===== src/rtl/core_l1i_cache_if.sv =====
// Fetch-side and memory-side signal bundle for core_l1i_cache.
// master drives the cache inputs (fetch stage + memory); slave is the cache itself.
interface core_l1i_cache_if;
  logic [31:0] l1i_addr_in;
  logic        l1i_val_in;
  logic        l1i_inv_in;
  logic        l1i_ack_out;
  logic [31:0] l1i_rdata_out;
  logic        l1i_stall_out;
  logic        mem_req_val_out;
  logic [31:0] mem_req_addr_out;
  logic        mem_req_ack_in;
  logic        mem_resp_val_in;
  logic [31:0] mem_resp_data_in;
  logic [31:0] stat_hit_out;
  logic [31:0] stat_miss_out;

  modport master (
    output l1i_addr_in, l1i_val_in, l1i_inv_in,
    output mem_req_ack_in, mem_resp_val_in, mem_resp_data_in,
    input  l1i_ack_out, l1i_rdata_out, l1i_stall_out,
    input  mem_req_val_out, mem_req_addr_out,
    input  stat_hit_out, stat_miss_out
  );

  modport slave (
    input  l1i_addr_in, l1i_val_in, l1i_inv_in,
    input  mem_req_ack_in, mem_resp_val_in, mem_resp_data_in,
    output l1i_ack_out, l1i_rdata_out, l1i_stall_out,
    output mem_req_val_out, mem_req_addr_out,
    output stat_hit_out, stat_miss_out
  );
endinterface


===== src/rtl/core_l1i_cache.sv =====
// Direct-mapped read-only L1 I-cache: hits ack next cycle; misses stall fetch and refill one line (req/ack + beats).
// Define CORE_L1I_STATS_EN to add 32-bit hit/miss counters; otherwise the stat outputs are tied to 0.
module core_l1i_cache #(
  parameter int LINE_WORDS = 4,
  parameter int NUM_LINES  = 16
) (
  input  logic            clk,
  input  logic            n_rst,
  core_l1i_cache_if.slave bus
);
  localparam int OFF_W = $clog2(LINE_WORDS);
  localparam int IDX_W = $clog2(NUM_LINES);
  localparam int TAG_W = 30 - OFF_W - IDX_W;
  localparam logic [OFF_W-1:0] LAST_WORD = OFF_W'(LINE_WORDS - 1);

  typedef enum logic [1:0] {IDLE, MISS_REQ, REFILL, RESP} state_e;

  state_e               state_q, state_d;
  logic [NUM_LINES-1:0] valid_q;
  logic [TAG_W-1:0]     tag_q  [NUM_LINES];
  logic [31:0]          data_q [NUM_LINES][LINE_WORDS];
  logic [29:0]          addr_q;
  logic [OFF_W-1:0]     cnt_q;
  logic                 inv_pend_q;
  logic                 ack_q;
  logic [31:0]          rdata_q;

  logic [OFF_W-1:0] in_off, lat_off;
  logic [IDX_W-1:0] in_idx, lat_idx;
  logic [TAG_W-1:0] in_tag, lat_tag;
  logic             is_idle, hit_c, fire_hit, start_miss, beat, last_beat;
  logic             unused_addr_lsb;

  assign in_off  = bus.l1i_addr_in[OFF_W+1:2];
  assign in_idx  = bus.l1i_addr_in[OFF_W+2 +: IDX_W];
  assign in_tag  = bus.l1i_addr_in[31 -: TAG_W];
  assign lat_off = addr_q[OFF_W-1:0];
  assign lat_idx = addr_q[OFF_W +: IDX_W];
  assign lat_tag = addr_q[29 -: TAG_W];
  assign unused_addr_lsb = ^bus.l1i_addr_in[1:0];

  // Invalidate wins over a same-cycle lookup, so that request is forced down the miss path.
  assign is_idle    = (state_q == IDLE);
  assign hit_c      = bus.l1i_val_in & ~bus.l1i_inv_in & valid_q[in_idx] & (tag_q[in_idx] == in_tag);
  assign fire_hit   = is_idle & hit_c;
  assign start_miss = is_idle & bus.l1i_val_in & ~hit_c;
  assign beat       = (state_q == REFILL) & bus.mem_resp_val_in;
  assign last_beat  = beat & (cnt_q == LAST_WORD);

  always_ff @(posedge clk) begin
    if (!n_rst) state_q <= IDLE;
    else        state_q <= state_d;
  end

  always_comb begin
    state_d = state_q;
    case (state_q)
      IDLE:     if (start_miss)         state_d = MISS_REQ;
      MISS_REQ: if (bus.mem_req_ack_in) state_d = REFILL;
      REFILL:   if (last_beat)          state_d = RESP;
      RESP:                             state_d = IDLE;
      default:                          state_d = IDLE;
    endcase
  end

  always_comb begin
    bus.mem_req_val_out  = 1'b0;
    bus.mem_req_addr_out = '0;
    bus.l1i_stall_out    = ~is_idle | start_miss;
    if (state_q == MISS_REQ) begin
      bus.mem_req_val_out  = 1'b1;
      bus.mem_req_addr_out = {addr_q[29:OFF_W], {(OFF_W+2){1'b0}}};
    end
  end

  always_ff @(posedge clk) begin
    if (!n_rst) begin
      valid_q    <= '0;
      addr_q     <= '0;
      cnt_q      <= '0;
      inv_pend_q <= 1'b0;
      ack_q      <= 1'b0;
      rdata_q    <= '0;
    end else begin
      ack_q <= 1'b0;
      if (fire_hit) begin
        ack_q   <= 1'b1;
        rdata_q <= data_q[in_idx][in_off];
      end
      if (is_idle && bus.l1i_inv_in) valid_q <= '0;
      if (start_miss) addr_q <= bus.l1i_addr_in[31:2];
      if (state_q == MISS_REQ && bus.mem_req_ack_in) cnt_q <= '0;
      if (beat) cnt_q <= cnt_q + 1'b1;
      // Ack is raised on the final beat edge so it is visible during RESP; the wanted word may be this beat.
      if (last_beat) begin
        valid_q[lat_idx] <= 1'b1;
        ack_q            <= 1'b1;
        rdata_q          <= (lat_off == cnt_q) ? bus.mem_resp_data_in : data_q[lat_idx][lat_off];
      end
      if (!is_idle && bus.l1i_inv_in) inv_pend_q <= 1'b1;
      if (state_q == RESP) begin
        inv_pend_q <= 1'b0;
        if (inv_pend_q || bus.l1i_inv_in) valid_q <= '0;
      end
    end
  end

  always_ff @(posedge clk) begin
    if (beat)      data_q[lat_idx][cnt_q] <= bus.mem_resp_data_in;
    if (last_beat) tag_q[lat_idx]         <= lat_tag;
  end

  assign bus.l1i_ack_out   = ack_q;
  assign bus.l1i_rdata_out = rdata_q;

`ifdef CORE_L1I_STATS_EN
  logic [31:0] stat_hit_q, stat_miss_q;

  always_ff @(posedge clk) begin
    if (!n_rst) begin
      stat_hit_q  <= '0;
      stat_miss_q <= '0;
    end else begin
      if (fire_hit)   stat_hit_q  <= stat_hit_q + 32'd1;
      if (start_miss) stat_miss_q <= stat_miss_q + 32'd1;
    end
  end

  assign bus.stat_hit_out  = stat_hit_q;
  assign bus.stat_miss_out = stat_miss_q;
`else
  assign bus.stat_hit_out  = '0;
  assign bus.stat_miss_out = '0;
`endif
endmodule


===== src/flat_wrapper.sv =====
// flat-port wrapper written by rule: the top's interface ports become plain ports
module core_l1i_cache_flat 
#(
  parameter int LINE_WORDS = 4,
  parameter int NUM_LINES  = 16
)
  (clk, n_rst, bus_l1i_addr_in, bus_l1i_val_in, bus_l1i_inv_in, bus_mem_req_ack_in, bus_mem_resp_val_in, bus_mem_resp_data_in, bus_l1i_ack_out, bus_l1i_rdata_out, bus_l1i_stall_out, bus_mem_req_val_out, bus_mem_req_addr_out, bus_stat_hit_out, bus_stat_miss_out);
  core_l1i_cache_if bus_i ();
  input  logic clk;
  input  logic n_rst;
  input wire logic [$bits(bus_i.l1i_addr_in)-1:0] bus_l1i_addr_in;
  input wire logic [$bits(bus_i.l1i_val_in)-1:0] bus_l1i_val_in;
  input wire logic [$bits(bus_i.l1i_inv_in)-1:0] bus_l1i_inv_in;
  input wire logic [$bits(bus_i.mem_req_ack_in)-1:0] bus_mem_req_ack_in;
  input wire logic [$bits(bus_i.mem_resp_val_in)-1:0] bus_mem_resp_val_in;
  input wire logic [$bits(bus_i.mem_resp_data_in)-1:0] bus_mem_resp_data_in;
  output wire logic [$bits(bus_i.l1i_ack_out)-1:0] bus_l1i_ack_out;
  output wire logic [$bits(bus_i.l1i_rdata_out)-1:0] bus_l1i_rdata_out;
  output wire logic [$bits(bus_i.l1i_stall_out)-1:0] bus_l1i_stall_out;
  output wire logic [$bits(bus_i.mem_req_val_out)-1:0] bus_mem_req_val_out;
  output wire logic [$bits(bus_i.mem_req_addr_out)-1:0] bus_mem_req_addr_out;
  output wire logic [$bits(bus_i.stat_hit_out)-1:0] bus_stat_hit_out;
  output wire logic [$bits(bus_i.stat_miss_out)-1:0] bus_stat_miss_out;
  assign bus_i.l1i_addr_in = bus_l1i_addr_in;
  assign bus_i.l1i_val_in = bus_l1i_val_in;
  assign bus_i.l1i_inv_in = bus_l1i_inv_in;
  assign bus_i.mem_req_ack_in = bus_mem_req_ack_in;
  assign bus_i.mem_resp_val_in = bus_mem_resp_val_in;
  assign bus_i.mem_resp_data_in = bus_mem_resp_data_in;
  assign bus_l1i_ack_out = bus_i.l1i_ack_out;
  assign bus_l1i_rdata_out = bus_i.l1i_rdata_out;
  assign bus_l1i_stall_out = bus_i.l1i_stall_out;
  assign bus_mem_req_val_out = bus_i.mem_req_val_out;
  assign bus_mem_req_addr_out = bus_i.mem_req_addr_out;
  assign bus_stat_hit_out = bus_i.stat_hit_out;
  assign bus_stat_miss_out = bus_i.stat_miss_out;
  core_l1i_cache #(.LINE_WORDS(LINE_WORDS), .NUM_LINES(NUM_LINES)) u_core (.clk(clk), .n_rst(n_rst), .bus(bus_i));
endmodule

===== config.mk =====
export PLATFORM = sky130hd
export DESIGN_NAME = core_l1i_cache_flat
export DESIGN_NICKNAME = d
export VERILOG_FILES = /design/src/rtl/core_l1i_cache_if.sv /design/src/rtl/core_l1i_cache.sv /design/src/flat_wrapper.sv
export SDC_FILE = /design/constraint.sdc
export NUM_CORES = 2
export LEC_CHECK = 0
export BUFFER_PORTS_ARGS = -buffer_cell sky130_fd_sc_hd__clkbuf_2
export CAP_MARGIN = 20
export CORE_ASPECT_RATIO = 1.2
export CORE_MARGIN = 5
export CORE_UTILIZATION = 33
export CTS_CLUSTER_DIAMETER = 50
export DETAILED_ROUTE_END_ITERATION = 7
export GPL_TIMING_DRIVEN = 0
export MAX_ROUTING_LAYER = met4
export PLACE_DENSITY_LB_ADDON = 0.1
export SYNTH_ARGS = -nofsm -noshare
export SYNTH_HDL_FRONTEND = slang
export SYNTH_SLANG_ARGS = --single-unit
export TNS_END_PERCENT = 5

===== constraint.sdc =====
create_clock -name clk -period 9.7 [get_ports clk]
set_input_delay 0.485 -clock clk [delete_from_list [all_inputs] [get_ports clk]]
set_output_delay 0.485 -clock clk [all_outputs]
set_load 0.1 [all_outputs]

==> flow_metrics.py <==
metrics = {
    "clock_network": {
        "path_clk_slew_ns": 0.05,
        "cts_root_buf": "clkbuf_16",
        "h-tree-depth": 5,
        "clock_sinks": 2520,
        "postCtsSetupRepairBufs": 0,
        "cts.path.max_buffers": 4,
        "cts_made_buffers": 324,
        "cts_resized": 0,
        "cts_tree": "yes",
        "hold_buffers": 32,
        "clk_latency_ns": 0.95,
    },
    "synthesis": {
        "yosys_most_used_dff": "edfxtp_1",
        "synth-compound-area-share": 0.0159,
        "post_synth.cell_area_avg_um2": 22.0,
        "synthAdderAreaFrac": 0.000881,
        "synth_cells": 5156,
        "synth-simple-area-share": 0.0125,
        "synth_xor_area_frac": 0.00254,
        "yosys_warnings": 0,
        "async_reset_ff_frac": 0,
        "mappedNetlistArea_um2": 114000,
        "ys_ff_latch": 2520,
        "ys_top_cells_by_area": "edfxtp_1 (64%), mux4_2 (27%), dfxtp_1 (1.6%), mux2i_1 (1.3%), buf_4 (0.77%)",
        "yosys.area.top_type": "edfxtp_1",
        "seq_area_frac_synth": 0.658,
        "synth.distinct_cells": 60,
        "synth_top_family_by_area": "multiplexers",
        "synth-edff-count": 2432,
        "synthMuxAreaShare": 0.288,
        "synth_top_area_frac": 0.643,
    },
    "sta": {
        "rsz0062_at_grt": "false",
        "finalSetupTns_ns": 0,
        "setup_viol": 0,
        "slew_violations": 0,
        "finClkSkew_ns": 0.0618,
        "period_needed_ns": 5.27,
        "fin_crit_sh": 0.543,
        "relSlewSlack": 0.201,
        "finalHoldViolCount": 0,
        "fmax_mhz": 190,
        "tightest_slew_ns": 1.20,
    },
    "setup_path": {
        "r2r_slack_ns": 4.44,
        "max_stage_delay_ns": 0.88,
        "cp.required_ns": 10.48,
        "crit_end": "u_core.bus.l1i_ack_out$_SDFF_PN0_",
        "startpoint_type": "primary input",
        "cp_num_buf_inv": 7,
        "crit_path_cell_trace": "clkbuf_2 > buf_4 > buf_6 > buf_2 > buf_2 > buf_2 > o221ai_1 > a21oi_1 > a41oi_1 > nor4_1 > nand3_1 > nand2_1 > buf_2 > and2_1",
        "crit_type": "in -> reg",
        "cpMaxStageDelayCell": "nor4_1",
        "cp.arrival_ns": 6.05,
        "timing.rr.end": "u_core.bus.l1i_rdata_out[0]$_SDFFE_PN0P_",
        "cp.depth": 14,
        "path_delay_family": "simple AND/OR/NAND/NOR gates",
        "critPathLaunch": "bus_l1i_addr_in[6]",
        "r2r_cells": 10,
        "cp_max_fo": 10,
        "cp-end-kind": "flip-flop",
        "crit_top_cell": "buf_2",
    },
    "grt": {
        "grt_pass1_wl_um": 579000,
        "grt_max_degree": 66,
        "antenna_found_initial": 55,
        "grt_pass1_vias": 65401,
        "track_usage": 0.245,
        "grt.overflow.total": 0,
    },
    "layout": {
        "layout_common_cells": "edfxtp_1 (2432), mux4_2 (1380), clkbuf_16 (328)",
        "final_common_cell": "edfxtp_1",
        "area_growth_pct": 20.5,
        "fin_util": 0.399,
        "final_cell_count_no_fill": 10780,
        "fin_area_um2": 137000,
        "finalNetCount": 6048,
        "n_fill_cell": 30628,
        "layout-drive-gt1-share": 0.418,
    },
    "power": {
        "power.total_mw": 29.1,
        "p_int_mw": 21.1,
        "p_leak_nw": 42.8,
        "pwr-share-seq": 0.419,
        "swShare": 0.275,
        "power_density_nw_per_um2": 212,
        "ir_worst_vdd_uv": 164,
        "pwr-share-comb": 0.162,
        "clkPwrFrac": 0.419,
        "p_sw_mw": 7.99,
    },
    "place": {
        "placed_cells": 10121,
        "dpl.hpwl_um": 314000,
        "port_buffers": 124,
        "routabilityCongestion": 0.915,
        "place_area_um2": 126000,
    },
    "drt": {
        "drtPass1Iterations": 5,
        "wl_um": 432000,
        "first_iter_violations": 7001,
        "routedWlPerCell_um": 40.0,
        "route.detailed.drc": 0,
        "ant_nets": 0,
        "vias": 62853,
        "viasPerCell": 5.83,
    },
    "die": {
        "start_util": 0.331,
        "num_rows": 236,
        "ios": 201,
        "die_width_um": 546,
        "die_h_um": 653,
        "core-area_um2": 344000,
        "dieArea_um2": 356000,
    },
    "job": {
        "maxCapViolations": 0,
    },
    "run_status": {
        "status": "complete, no violations",
    },
    "min_path": {
        "hold_class": "in -> reg",
    },
}
==> cell usage after synthesis (all sizes together), types with 8 or more instances <==
library cell and count:
inv 14, a21oi 30, mux2 17, a211oi 33, edfxtp 2432, xnor2 22
ha 8, o21ai 37, nor2b 13, mux2i 147, o22ai 74, dfxtp 88
a22oi 9, o211a 33, xor2 11, buf 304, nor2 127, nand2 62
clkbuf 161, and2 32, mux4 1380, nand3 42
==> worst register-to-register path, cell delays in order, from the launching register on <==
cell	delay, ns
dfxtp_1	0.39
clkbuf_1	0.47
clkbuf_1	0.91
buf_1	0.88
mux4_2	0.44
mux4_2	0.56
mux2i_1	0.41
o22ai_1	0.13
a211oi_1	0.29
o22ai_1	0.38
o211a_1	0.27
==> power groups by stage <==
stage | sequential [mW] | clock (mW) | combinational (mW)
after global routing | 12.2 | 12.8 | 4.87
after CTS | 12.2 | 12.4 | 4.72
after floorplan | 12.4 | 0 | 2.61
after detailed placement | 12.4 | 0 | 4.70
after global placement | 12.4 | 0 | 4.46
final | 12.2 | 12.2 | 4.72
==> area by class of cell <==
type	count	area, um2	share of cell area
repair buffers	421	6150	0.0449
clock inverters	205	2240	0.0163
multi-input cells	2223	37100	0.271
inverters	15	56.3	0.000411
plain buffers	465	2470	0.0181
clock buffers	386	8460	0.0617
well taps	4522	5660	0.0413
flip-flops and latches	2520	74800	0.546
diodes	23	57.6	0.000420
==> logic make-up (layout without fill, tap and decap cells) <==
family | after synthesis | in the layout
flops | 2520 | 2520
mux | 1544 | 1544
buf+inv | 480 | 1492
xor+xnor | 33 | 33
simple gates | 311 | 311
compound gates | 259 | 259
fa+ha+maj | 8 | 8
other cells | 1 | 91
==> routing by layer <==
metal,track usage,routed length [um],vias up,part of all wire
met4,0.0807,16800,0,0.039
met1,0.295,165000,35067,0.38
met2,0.421,223000,2710,0.52
met5,-,0,-,0
met3,0.0431,27100,721,0.063
li1,-,-,24355,-
==> metrics by stage <==
stage / worst slack, ns / hold slack (ns)
finish: 4.43 / 0.0868
global route: 4.37 / 0.0664
CTS: 4.47 / 0.00329
detailed placement: 3.63 / 0.477
global placement: -0.953 / 0.464
floorplan: 5.37 / 0.451
==> registers in the layout, summed over array words and instances, names as in the netlist, named ones only <==
| register | cells |
|---|---|
| u_core.addr_q | 30 |
| u_core.bus.l1i_ack_out | 1 |
| u_core.bus.l1i_rdata_out | 32 |
| u_core.cnt_q | 2 |
| u_core.data_q | 2048 |
| u_core.inv_pend_q | 1 |
| u_core.state_q | 2 |
| u_core.tag_q | 384 |
| u_core.valid_q | 16 |
==> how the worst min path moves through the flow <==
| stage | from | endpoint | depth (start not counted) | slack (ns) |
|---|---|---|---|---|
| detailed placement | u_core.valid_q[13]$_SDFF_PN0_ | u_core.valid_q[13]$_SDFF_PN0_ | 2 | 0.48 |
| finish | bus_mem_resp_data_in[4] | u_core.data_q[14][100]$_DFFE_PP_ | 1 | 0.09 |
| floorplan | u_core.valid_q[6]$_SDFF_PN0_ | u_core.valid_q[6]$_SDFF_PN0_ | 2 | 0.45 |
| CTS | bus_mem_resp_data_in[18] | u_core.data_q[3][18]$_DFFE_PP_ | 1 | 0.003 |
| global placement | u_core.valid_q[14]$_SDFF_PN0_ | u_core.valid_q[14]$_SDFF_PN0_ | 2 | 0.46 |
| global route | bus_mem_resp_data_in[18] | u_core.data_q[3][18]$_DFFE_PP_ | 1 | 0.07 |
No activity file was read; power rests on OpenSTA's default activity.
